--- config.mk ---
export PLATFORM = sky130hd
export DESIGN_NAME = arm_fetch_stage
export DESIGN_NICKNAME = d
export VERILOG_FILES = /design/src/rtl/arm_fetch_stage.sv
export SDC_FILE = /design/constraint.sdc
export NUM_CORES = 1
export LEC_CHECK = 0
export BUFFER_PORTS_ARGS = -buffer_cell sky130_fd_sc_hd__buf_2
export CAP_MARGIN = 20
export CORE_ASPECT_RATIO = 0.9
export CORE_MARGIN = 4
export CORE_UTILIZATION = 52
export DETAILED_ROUTE_END_ITERATION = 10
export GPL_TIMING_DRIVEN = 0
export PLACE_DENSITY = 0.8
export REMOVE_ABC_BUFFERS = 1
export SYNTH_ARGS = -nofsm -noshare
export SYNTH_HDL_FRONTEND = slang
export SYNTH_SLANG_ARGS = --single-unit
--- constraint.sdc ---
create_clock -name clk -period 2.25 [get_ports clk]
set_input_delay 0.225 -clock clk [delete_from_list [all_inputs] [get_ports clk]]
set_output_delay 0.225 -clock clk [all_outputs]
set_load 0.005 [all_outputs]
--- src/rtl/arm_fetch_stage.sv ---
// ARM IF stage: PC, instruction-memory request/ready handshake, IF/ID pipeline register.
// Optional macro FETCH_PERF_CNT_EN adds fetch_count / stall_count performance counters.
module arm_fetch_stage #(
  parameter int                ADDR_W   = 32,
  parameter logic [ADDR_W-1:0] PC_RESET = '0
) (
  input  logic              clk,
  input  logic              rst,
  input  logic              freeze,
  input  logic              branch_taken,
  input  logic [ADDR_W-1:0] branch_addr,
  output logic [ADDR_W-1:0] inst_addr,
  output logic              inst_req,
  input  logic [31:0]       inst_in,
  input  logic              mem_ready,
  output logic [ADDR_W-1:0] pc_out,
  output logic [31:0]       inst_out,
  output logic              valid_out
`ifdef FETCH_PERF_CNT_EN
  ,
  output logic [31:0]       fetch_count,
  output logic [31:0]       stall_count
`endif
);

  typedef enum logic [1:0] {S_RUN, S_WAIT, S_REDIRECT} state_t;

  state_t            state_reg;
  logic [ADDR_W-1:0] pc_reg;
  logic [ADDR_W-1:0] pending_reg;
  logic [ADDR_W-1:0] pc_plus4;
  logic [ADDR_W-1:0] target;

  assign inst_addr = pc_reg;
  assign inst_req  = ~rst;
  assign pc_plus4  = pc_reg + ADDR_W'(4);
  assign target    = {branch_addr[ADDR_W-1:2], 2'b00};

  always_ff @(posedge clk) begin
    if (rst) begin
      state_reg   <= S_RUN;
      pc_reg      <= PC_RESET;
      pending_reg <= '0;
      pc_out      <= '0;
      inst_out    <= '0;
      valid_out   <= 1'b0;
    end else begin
      case (state_reg)
        // RUN and WAIT only differ in whether the request is fresh; their transitions coincide.
        S_RUN, S_WAIT: begin
          if (branch_taken) begin
            pc_out    <= '0;
            inst_out  <= '0;
            valid_out <= 1'b0;
            if (mem_ready) begin
              pc_reg    <= target;
              state_reg <= S_RUN;
            end else begin
              pending_reg <= target;
              state_reg   <= S_REDIRECT;
            end
          end else if (freeze) begin
            state_reg <= state_reg;
          end else if (mem_ready) begin
            pc_reg    <= pc_plus4;
            pc_out    <= pc_plus4;
            inst_out  <= inst_in;
            valid_out <= 1'b1;
            state_reg <= S_RUN;
          end else begin
            pc_out    <= '0;
            inst_out  <= '0;
            valid_out <= 1'b0;
            state_reg <= S_WAIT;
          end
        end
        // A stale fetch is in flight: its data is dropped and PC jumps once it completes.
        S_REDIRECT: begin
          pc_out    <= '0;
          inst_out  <= '0;
          valid_out <= 1'b0;
          if (mem_ready) begin
            pc_reg    <= branch_taken ? target : pending_reg;
            state_reg <= S_RUN;
          end else if (branch_taken) begin
            pending_reg <= target;
          end
        end
        default: state_reg <= S_RUN;
      endcase
    end
  end

`ifdef FETCH_PERF_CNT_EN
  logic load_valid;

  assign load_valid = mem_ready && (state_reg != S_REDIRECT) && !branch_taken && !freeze;

  always_ff @(posedge clk) begin
    if (rst) begin
      fetch_count <= '0;
      stall_count <= '0;
    end else if (load_valid) begin
      fetch_count <= fetch_count + 32'd1;
    end else begin
      stall_count <= stall_count + 32'd1;
    end
  end
`endif

endmodule

==> results.cfg, run 1 <==
[outcome]
outcome = complete, no violations

[sta]
setup_violation_total_in_the_final_timing_report = 0
maxSlewHeadroom_pct = 18.0
final.setup.worst_slack_ps = 67.0
period_needed_ps = 2180
fmax_mhz = 458
max_slew.worst_pin.slew_ps = 1230
finClkSkew_ps = 4.71
fin_tns_setup_ps = 0
final.period_utilization_pct = 97.0
finalMaxSlewViolations = 0
hold_viol_final = 0

[critical_path]
startpoint_type = flip-flop
critical_path.top_delay_family = simple AND/OR/NAND/NOR gates
cp_num_cells = 5
cp_data_arrival_time_ps = 2470
cp.buffers_inverters = 0
crit_fanout = 8
startpoint = inst_addr[19]$_SDFFE_PP0P_
worstReg2RegEnd = pc_out[31]$_SDFFE_PP0P_
critical-path-max-stage-delay_ps = 530
critical_path.endpoint = pc_out[31]$_SDFFE_PP0P_
required_time_of_the_critical_path_ps = 2540
critical_path.reg2reg.startpoint = inst_addr[19]$_SDFFE_PP0P_
regToRegSetupSlack_ps = 70
timing.critical_path.slowest_stage_cell = nor4_1
cp_cell_sequence = nand4_1 > or3_1 > nor4_1 > xnor2_1 > o21ai_0
critical_path_class = flip-flop to flip-flop
setup.worst_path.end_class = flip-flop
r2r.worst_path.cells = 5

[synthesis]
ys_seq_elements = 131
synth_edf_count = 0
postSynth.topFlopCell = dfxtp_1
synth-async-reset-ratio_pct = 0
total_number_of_yosys_warnings = 0
synth.yosys.seq_area_share_pct = 44.6
synth_area_per_cell_um2 = 8.00
synth_largest_area_cell = dfxtp_1
number_of_distinct_standard_cells_referenced_by_the_synthesized_netlist = 55
netlist.area_leader.share_pct = 44.6
gate_count_of_the_mapped_netlist = 734
synth_area_um2 = 5880
synth_area_leaders = dfxtp_1 45%, nand2_1 8.0%, a21oi_1 5.8%, a22oi_1 5.5%, nor2_1 4.3%

[placement]
place_ws_ps = -1190
port_buffers = 164
last_weighted_congestion_value_of_the_routability_driven_placer = 0.863
dpl_hpwl_um = 12500

[global_routing]
grt_pass1_wl_um = 29900
antenna_found_initial = 2
grt_overflow_total = 0
largest_net_degree_at_the_start_of_global_routing = 53
first_global_vias = 6002
groute.usage.overall_pct = 28.5

[floorplanning]
floorplan.die.width_um = 120
io-pin-count = 167
core_um2 = 10900
placement_rows = 36
initial_utilization_pct = 53.7
die_h_um = 109
die-area_um2 = 13100

[drt]
firstDrtPassIters = 7
wl_um = 19500
post_drt_wl_per_cell_um = 18.8
route.met3.wl_um = 2140
dr_wl_met2_um = 9300
routed-via-count = 6310
wl_met1_um = 7600
avgViaCountPerCell = 6.07
dr.first_iter.drc_count = 890
routed.top_layer = met5
antenna_left = 0
drc = 0

[hold_path]
min-delay-path-class = primary input to flip-flop
worst_hold_path.num_cells = 3

[clock_network]
cts_max_path_buffers = 2
cts_made_buffers = 17
htree_num_levels = 4
insertion_delay_ps = 420
clk_pin_slew_ps = 60
clock-sinks = 131
cts_root_buf = clkbuf_16
tritoncts_clock_tree = yes

[flow_run]
max-cap-violations = 0

[pwr]
power_density_nw_per_um2 = 771
totalPowerFinal_uw = 5860
leakagePower_uw = 0.00314
ir_worst_vdd_mv = 0.596

[finish]
filler_cell_count = 879
final_core_utilization_pct = 69.4
final_layout_size_suffix_gt1_share_pct = 27.8
multi_input_area_um2 = 3140
layout_common_cells = 162 x buf_2, 127 x dfxtp_1, 123 x nand2_1, 68 x nor2_1, 68 x a21oi_1
sequential_cell_area_um2 = 2630
mostFrequentLayoutCell = buf_2
design.final.nets = 944
syn2layout_area_growth_pct = 29.3
## routing by layer
metal | global-route usage (%) | up-vias
met1 | 35.6 | 2937
met5 | 0 | -
li1 | - | 2904
met2 | 46.5 | 414
met3 | 7.62 | 53
met4 | 13.2 | 2
## cell families (layout without fill, tap and decap cells)
logic type	Yosys count	after routing	synth area share, %
AOI/OAI and AO/OA	196	196	21.4
xor gates and xnor gates	26	26	3.88
adders and majority gates	1	1	0.213
buffers and inverters	68	219	4.45
DFF	131	131	44.6
muxes	6	6	1.02
other	0	1	0
and+or+nand+nor	306	308	24.4
## stage by stage
step                cells  hold slack (ps)  area, µm²
floorplan             674              294       5640
detailed placement    999              441       6820
CTS                  1034             47.1       7470
global route         1040             61.4       7600
finish               1040             48.3       7600
global placement      990              427       6660
## cell type report
cell class | instances | area share [%]
multi-input cells | 537 | 41.4
diodes | 1 | 0.0329
clock inverters | 10 | 1.38
repair buffers | 178 | 13.2
flip-flops and latches | 131 | 34.6
well taps | 152 | 2.50
inverters | 8 | 0.494
clock buffers | 22 | 6.37
repair inverters | 1 | 0.0659
## power breakdown
group | switching [µW] | internal [µW]
clock | 1020 | 1730
combinational | 356 | 239
sequential | 105 | 2400
total | 1480 | 4370
## cells in the mapped netlist, drive strengths merged (4+ instances only)
master and number:
nor4 11, xnor2 13, nand2 125, o211ai 6, or2 4, mux2i 6, nor3 19, nand4 12
buf 5, o21ai 38, and2 4, o31a 4, a31oi 5, clkbuf 55, nor2 68, or3 7
dfxtp 131, xor2 13, nand3 32, and3 9, inv 7, a221o 5, o32ai 5, a21oi 68
and4 4, a22oi 43
## worst register-to-register path: stages, from the launching register on
cell and delay [ps]:
dfxtp_1 480, nand4_1 250, or3_1 500, nor4_1 530, xnor2_1 200, o21ai_0 90
## what timing repair did
action / in CTS / in global routing
setup buffers: 1 / 4
cloned: 2 / 1
resized for setup: 13 / 19
pin swaps: 0 / 2
hold buffers: 0 / 0
endpoints found under the hold margin: 0 / 0
setup endpoints to repair: 81 / 44
## worst min path at each step
| stage | startpoint | endpoint | slack [ps] |
|---|---|---|---|
| 3_5_place_dp | pc_out[31]$_SDFFE_PP0P_ | pc_out[31]$_SDFFE_PP0P_ | 440 |
| 4_1_cts | branch_addr[15] | pending_reg[15]$_SDFFE_PP0P_ | 50 |
| 3_3_place_gp | pc_out[27]$_SDFFE_PP0P_ | pc_out[27]$_SDFFE_PP0P_ | 430 |
| 6_report | branch_addr[15] | pending_reg[15]$_SDFFE_PP0P_ | 50 |
| 2_1_floorplan | rst | inst_addr[20]$_SDFFE_PP0P_ | 290 |
| 5_1_grt | branch_addr[6] | pending_reg[6]$_SDFFE_PP0P_ | 60 |
No activity file was read; power rests on OpenSTA's default activity.
==> run 2, diff against run 1 <==
==> constraint.sdc (replaced) <==
create_clock -name clk -period 2.25 [get_ports clk]
set_input_delay 0.45 -clock clk [delete_from_list [all_inputs] [get_ports clk]]
set_output_delay 0.45 -clock clk [all_outputs]
set_load 0.005 [all_outputs]
==> run 2 against run 1 <==
  * Combinational power about the same
  * Largest power group unchanged
  * Fmax increased by 0.31%
  * Flip-flop and latch count unchanged
  * Die area unchanged
  * Routed wire length increased by 1.1%
  * Largest cell class unchanged
  * Critical endpoint is now inst_addr[31]$_SDFFE_PP0P_
==> results.cfg, run 2 (same netlist as run 1, synthesis figures left out) <==
[clock_network]
htree_num_levels = 4
cts_max_path_buffers = 2
clock-sinks = 131
insertion_delay_ps = 420
tritoncts_clock_tree = yes
cts_made_buffers = 17
clk_pin_slew_ps = 60
cts_root_buf = clkbuf_16

[global_routing]
first_global_vias = 6037
grt_overflow_total = 0
antenna_found_initial = 2
largest_net_degree_at_the_start_of_global_routing = 53
grt_pass1_wl_um = 30500
groute.usage.overall_pct = 29.2

[critical_path]
setup.worst_path.end_class = flip-flop
crit_fanout = 8
required_time_of_the_critical_path_ps = 2610
critical_path_class = flip-flop to flip-flop
cp_data_arrival_time_ps = 2540
startpoint_type = flip-flop

[floorplanning]
initial_utilization_pct = 53.7
placement_rows = 36
io-pin-count = 167
core_um2 = 10900
die-area_um2 = 13100
floorplan.die.width_um = 120
die_h_um = 109

[flow_run]
max-cap-violations = 0

[drt]
wl_met1_um = 7660
route.met3.wl_um = 2150
routed-via-count = 6343
dr.first_iter.drc_count = 925
firstDrtPassIters = 7
routed.top_layer = met5
avgViaCountPerCell = 6.09
dr_wl_met2_um = 9460
wl_um = 19800
antenna_left = 0
post_drt_wl_per_cell_um = 19.0
drc = 0

[pwr]
seq_power_share_pct = 42.9
ir_worst_vdd_mv = 0.594
p_sw_share_pct = 25.1
totalPowerFinal_uw = 5840
power.share.clock_pct = 46.9
combinational_cell_fraction_of_total_power_pct = 10.2
p_int_uw = 4380
sw_power_uw = 1470
power_density_nw_per_um2 = 768
leakagePower_uw = 0.00314

[finish]
final_cell_area_um2 = 7600
layout_common_cells = 162 x buf_2, 127 x dfxtp_1, 123 x nand2_1, 68 x nor2_1, 68 x a21oi_1
syn2layout_area_growth_pct = 29.4
final_layout_size_suffix_gt1_share_pct = 28.0
final_core_utilization_pct = 69.5
design.final.nets = 945
mostFrequentLayoutCell = buf_2

[sta]
maxSlewHeadroom_pct = 21.8
finalMaxSlewViolations = 0
max_slew.worst_pin.slew_ps = 1170
hold_viol_final = 0
period_needed_ps = 2180
final.setup.worst_slack_ps = 73.8
setup_violation_total_in_the_final_timing_report = 0
fmax_mhz = 460
finClkSkew_ps = 6.82
final.period_utilization_pct = 96.7

[placement]
last_weighted_congestion_value_of_the_routability_driven_placer = 0.863
place_area_um2 = 6820
place_ws_ps = -1410
port_buffers = 164
dpl_hpwl_um = 12500

[outcome]
outcome = complete, no violations

[hold_path]
min-delay-path-class = primary input to flip-flop
[run 2: cell count changes in the layout (fill, tap and decap cells not counted)]
cell / change
and2_4: -1
a211oi_2: +1
buf_12: +1
clkinvlp_4: -1
nor4_1: -1
a211oi_4: -1
nor4_4: -1
clkinv_2: +1
and2_2: +1
nor4_2: +2
[run 2: worst max-delay path, cell delays in order (launching register included)]
cell and delay [ps]:
dfxtp_1 550, nand2_1 260, or2_2 410, or4_1 590
a21oi_1 180, o211a_1 140
[run 2: final cells by class]
cell class	instances	area (µm²)
tap	152	190
timing repair inverter	1	5.00
clock buffer	22	484
antenna	1	2.50
fill	889	3340
sequential	131	2630
clock inverter	10	105
timing repair buffer	179	1020
multi-input combinational	537	3130
inverter	8	35.0
[run 2: stage by stage]
stage / setup TNS [ps] / cells / hold WS, ps
3_3_place_gp: -312890 / 990 / 427
3_5_place_dp: -89780 / 999 / 441
5_1_grt: -3.92 / 1041 / 284
4_1_cts: -0.129 / 1039 / 272
2_1_floorplan: -74500 / 674 / 426
6_report: 0 / 1041 / 281
[run 2: timing repair]
item | 4_1_cts | 5_1_grt
cloned | 2 | 1
pin swaps | 0 | 1
hold buffers | 0 | 0
setup endpoints to repair | 87 | 33
gates resized for setup | 15 | 15
setup buffers | 6 | 0
[run 2: worst paths after layout]
| check | start | end | slack (ps) | depth (start not counted) |
|---|---|---|---|---|
| worst max-delay path | inst_addr[16]$_SDFFE_PP0P_ | inst_addr[31]$_SDFFE_PP0P_ | 70 | 5 |
| worst min-delay path | branch_addr[15] | pending_reg[15]$_SDFFE_PP0P_ | 280 | 3 |
| worst max register to register | inst_addr[16]$_SDFFE_PP0P_ | inst_addr[31]$_SDFFE_PP0P_ | 70 | 5 |
| worst min register to register | pc_out[29]$_SDFFE_PP0P_ | pc_out[29]$_SDFFE_PP0P_ | 450 | 2 |
[run 2: power by group through the flow]
stage          sequential [µW]  clock, µW  combinational, µW
2_1_floorplan             2530          0                262
5_1_grt                   2520       2860                646
4_1_cts                   2500       2760                575
6_report                  2510       2740                597
3_5_place_dp              2550          0                549
3_3_place_gp              2540          0                504
[run 2: layer usage]
| layer | GRT usage, % | vias up |
|---|---|---|
| met5 | 0 | - |
| met4 | 12.7 | 2 |
| met3 | 8.66 | 50 |
| met2 | 47.7 | 410 |
| met1 | 36.1 | 2984 |
| li1 | - | 2897 |
==> run 3, diff against run 2 <==
==> constraint.sdc (replaced) <==
create_clock -name clk -period 2.5 [get_ports clk]
set_input_delay 0.5 -clock clk [delete_from_list [all_inputs] [get_ports clk]]
set_output_delay 0.5 -clock clk [all_outputs]
set_load 0.005 [all_outputs]
==> run 3 against run 2 <==
  * Die area is the same
  * Register-to-register slack improved by 130 ps
  * First-iteration DRC count fell by 7.6%
  * Non-clock buffer count fell by 1
==> results.cfg, run 3 (same netlist as run 1, synthesis figures left out) <==
[finish]
finalNonFillerCells = 1039
syn2layout_area_growth_pct = 28.1
design.final.nets = 943
sequential_cell_area_um2 = 2620
mostFrequentLayoutCell = buf_2
layout_common_cells = 162 x buf_2, 130 x dfxtp_1, 124 x nand2_1, 68 x nor2_1, 68 x a21oi_1
multi_input_area_um2 = 3070
final_layout_size_suffix_gt1_share_pct = 26.6
filler_cell_count = 906

[global_routing]
antenna_found_initial = 1
first_global_vias = 5966
largest_net_degree_at_the_start_of_global_routing = 53
grt_pass1_wl_um = 29700
grt_overflow_total = 0
groute.usage.overall_pct = 28.4

[outcome]
outcome = complete, no violations

[sta]
setup_violation_total_in_the_final_timing_report = 0
grt_setup_unrepaired = false
fmax_mhz = 431
final.setup.worst_slack_ps = 180
max_slew.worst_pin.slew_ps = 1170
finClkSkew_ps = 6.31
final.period_utilization_pct = 92.8
hold_viol_final = 0
finalMaxSlewViolations = 0
period_needed_ps = 2320
maxSlewHeadroom_pct = 21.8

[floorplanning]
io-pin-count = 167
die-area_um2 = 13100
placement_rows = 36
floorplan.die.width_um = 120
core_um2 = 10900
initial_utilization_pct = 53.7
die_h_um = 109

[critical_path]
required_time_of_the_critical_path_ps = 2000
setup.worst_path.end_class = output pin
cp_data_arrival_time_ps = 1820
critical-path-max-stage-delay_ps = 540
critical_path_class = primary input to output pin
startpoint_type = primary input
critical_path.top_delay_family = buffers and inverters
timing.critical_path.slowest_stage_cell = clkinvlp_4
crit_fanout = 52
cp.buffers_inverters = 3
cp_cell_sequence = buf_4 > clkinvlp_4 > buf_2

[placement]
last_weighted_congestion_value_of_the_routability_driven_placer = 0.863
dpl_hpwl_um = 12500
port_buffers = 164
place_ws_ps = -1210
dpl.cell_count = 999

[clock_network]
cts_made_buffers = 17
clock-sinks = 131
insertion_delay_ps = 420
cts_root_buf = clkbuf_16
htree_num_levels = 4
cts_max_path_buffers = 2
clk_pin_slew_ps = 50
tritoncts_clock_tree = yes

[pwr]
leakagePower_uw = 0.00310
totalPowerFinal_uw = 5250
ir_worst_vdd_mv = 0.534
power_density_nw_per_um2 = 698

[flow_run]
max-cap-violations = 0

[drt]
avgViaCountPerCell = 6.05
wl_um = 19100
dr.first_iter.drc_count = 855
firstDrtPassIters = 6
antenna_left = 0
drc = 0
routed-via-count = 6281
post_drt_wl_per_cell_um = 18.4

[hold_path]
min-delay-path-class = primary input to flip-flop
[run 3: cell types whose count changed in the layout (fill, tap and decap cells not counted), sizes merged]
cell,delta
or2,-1
clkinvlp,+1
buf,-1
clkinv,-1
[run 3: through the flow]
step / area, µm² / utilization [%] / TNS (ps) / hold WS [ps]
2_1_floorplan: 5640 / - / -52520 / 426
3_3_place_gp: 6660 / 60.8 / -286240 / 427
3_5_place_dp: 6820 / 62.3 / -64000 / 441
4_1_cts: 7450 / 68.0 / 0 / 322
5_1_grt: 7520 / 68.7 / 0 / 335
6_report: 7530 / 68.8 / 0 / 324
[run 3: final timing paths]
check | startpoint | to | slack, ps | cells after the start
max | rst | inst_req | 180 | 3
min | branch_addr[15] | pending_reg[15]$_SDFFE_PP0P_ | 320 | 3
max reg2reg | state_reg[1]$_SDFFE_PP0P_ | inst_addr[20]$_SDFFE_PP0P_ | 200 | 6
min reg2reg | pc_out[29]$_SDFFE_PP0P_ | pc_out[29]$_SDFFE_PP0P_ | 450 | 2
[run 3: routing by layer]
layer / global-route usage, % / part of all wire, % / vias up
met5: 0 / 0.037 / -
met4: 13.7 / 3.0 / 2
met3: 7.31 / 9.5 / 60
met2: 46.3 / 48 / 369
met1: 35.4 / 40 / 2951
li1: - / - / 2899
[run 3: cell type report]
cell class / instances / share of cell area (%)
multi-input cells: 536 / 40.8
flip-flops and latches: 131 / 34.9
repair buffers: 178 / 13.3
clock buffers: 22 / 6.43
well taps: 152 / 2.53
clock inverters: 10 / 1.40
inverters: 8 / 0.499
repair inverters: 1 / 0.0665
diodes: 1 / 0.0332
[run 3: where the power goes]
part           switching [µW]  internal, µW  total (µW)
clock                     914          1560        2470
combinational             311           211         522
sequential               93.4          2160        2250
total                    1320          3930        5250
[run 3: worst register-to-register path, stage by stage, from the launching register on]
cell and delay, ps:
dfxtp_1 410, and2_1 280, or3_2 750, buf_8 260, a21oi_1 120, a21oi_1 60, a2111oi_2 320
[run 3: timing repair]
action | 4_1_cts | 5_1_grt
hold buffers | 0 | 0
gates cloned | 2 | 0
setup endpoints to repair | 72 | 46
pin swaps | 0 | 0
setup buffers | 0 | 5
resized for setup | 6 | 10
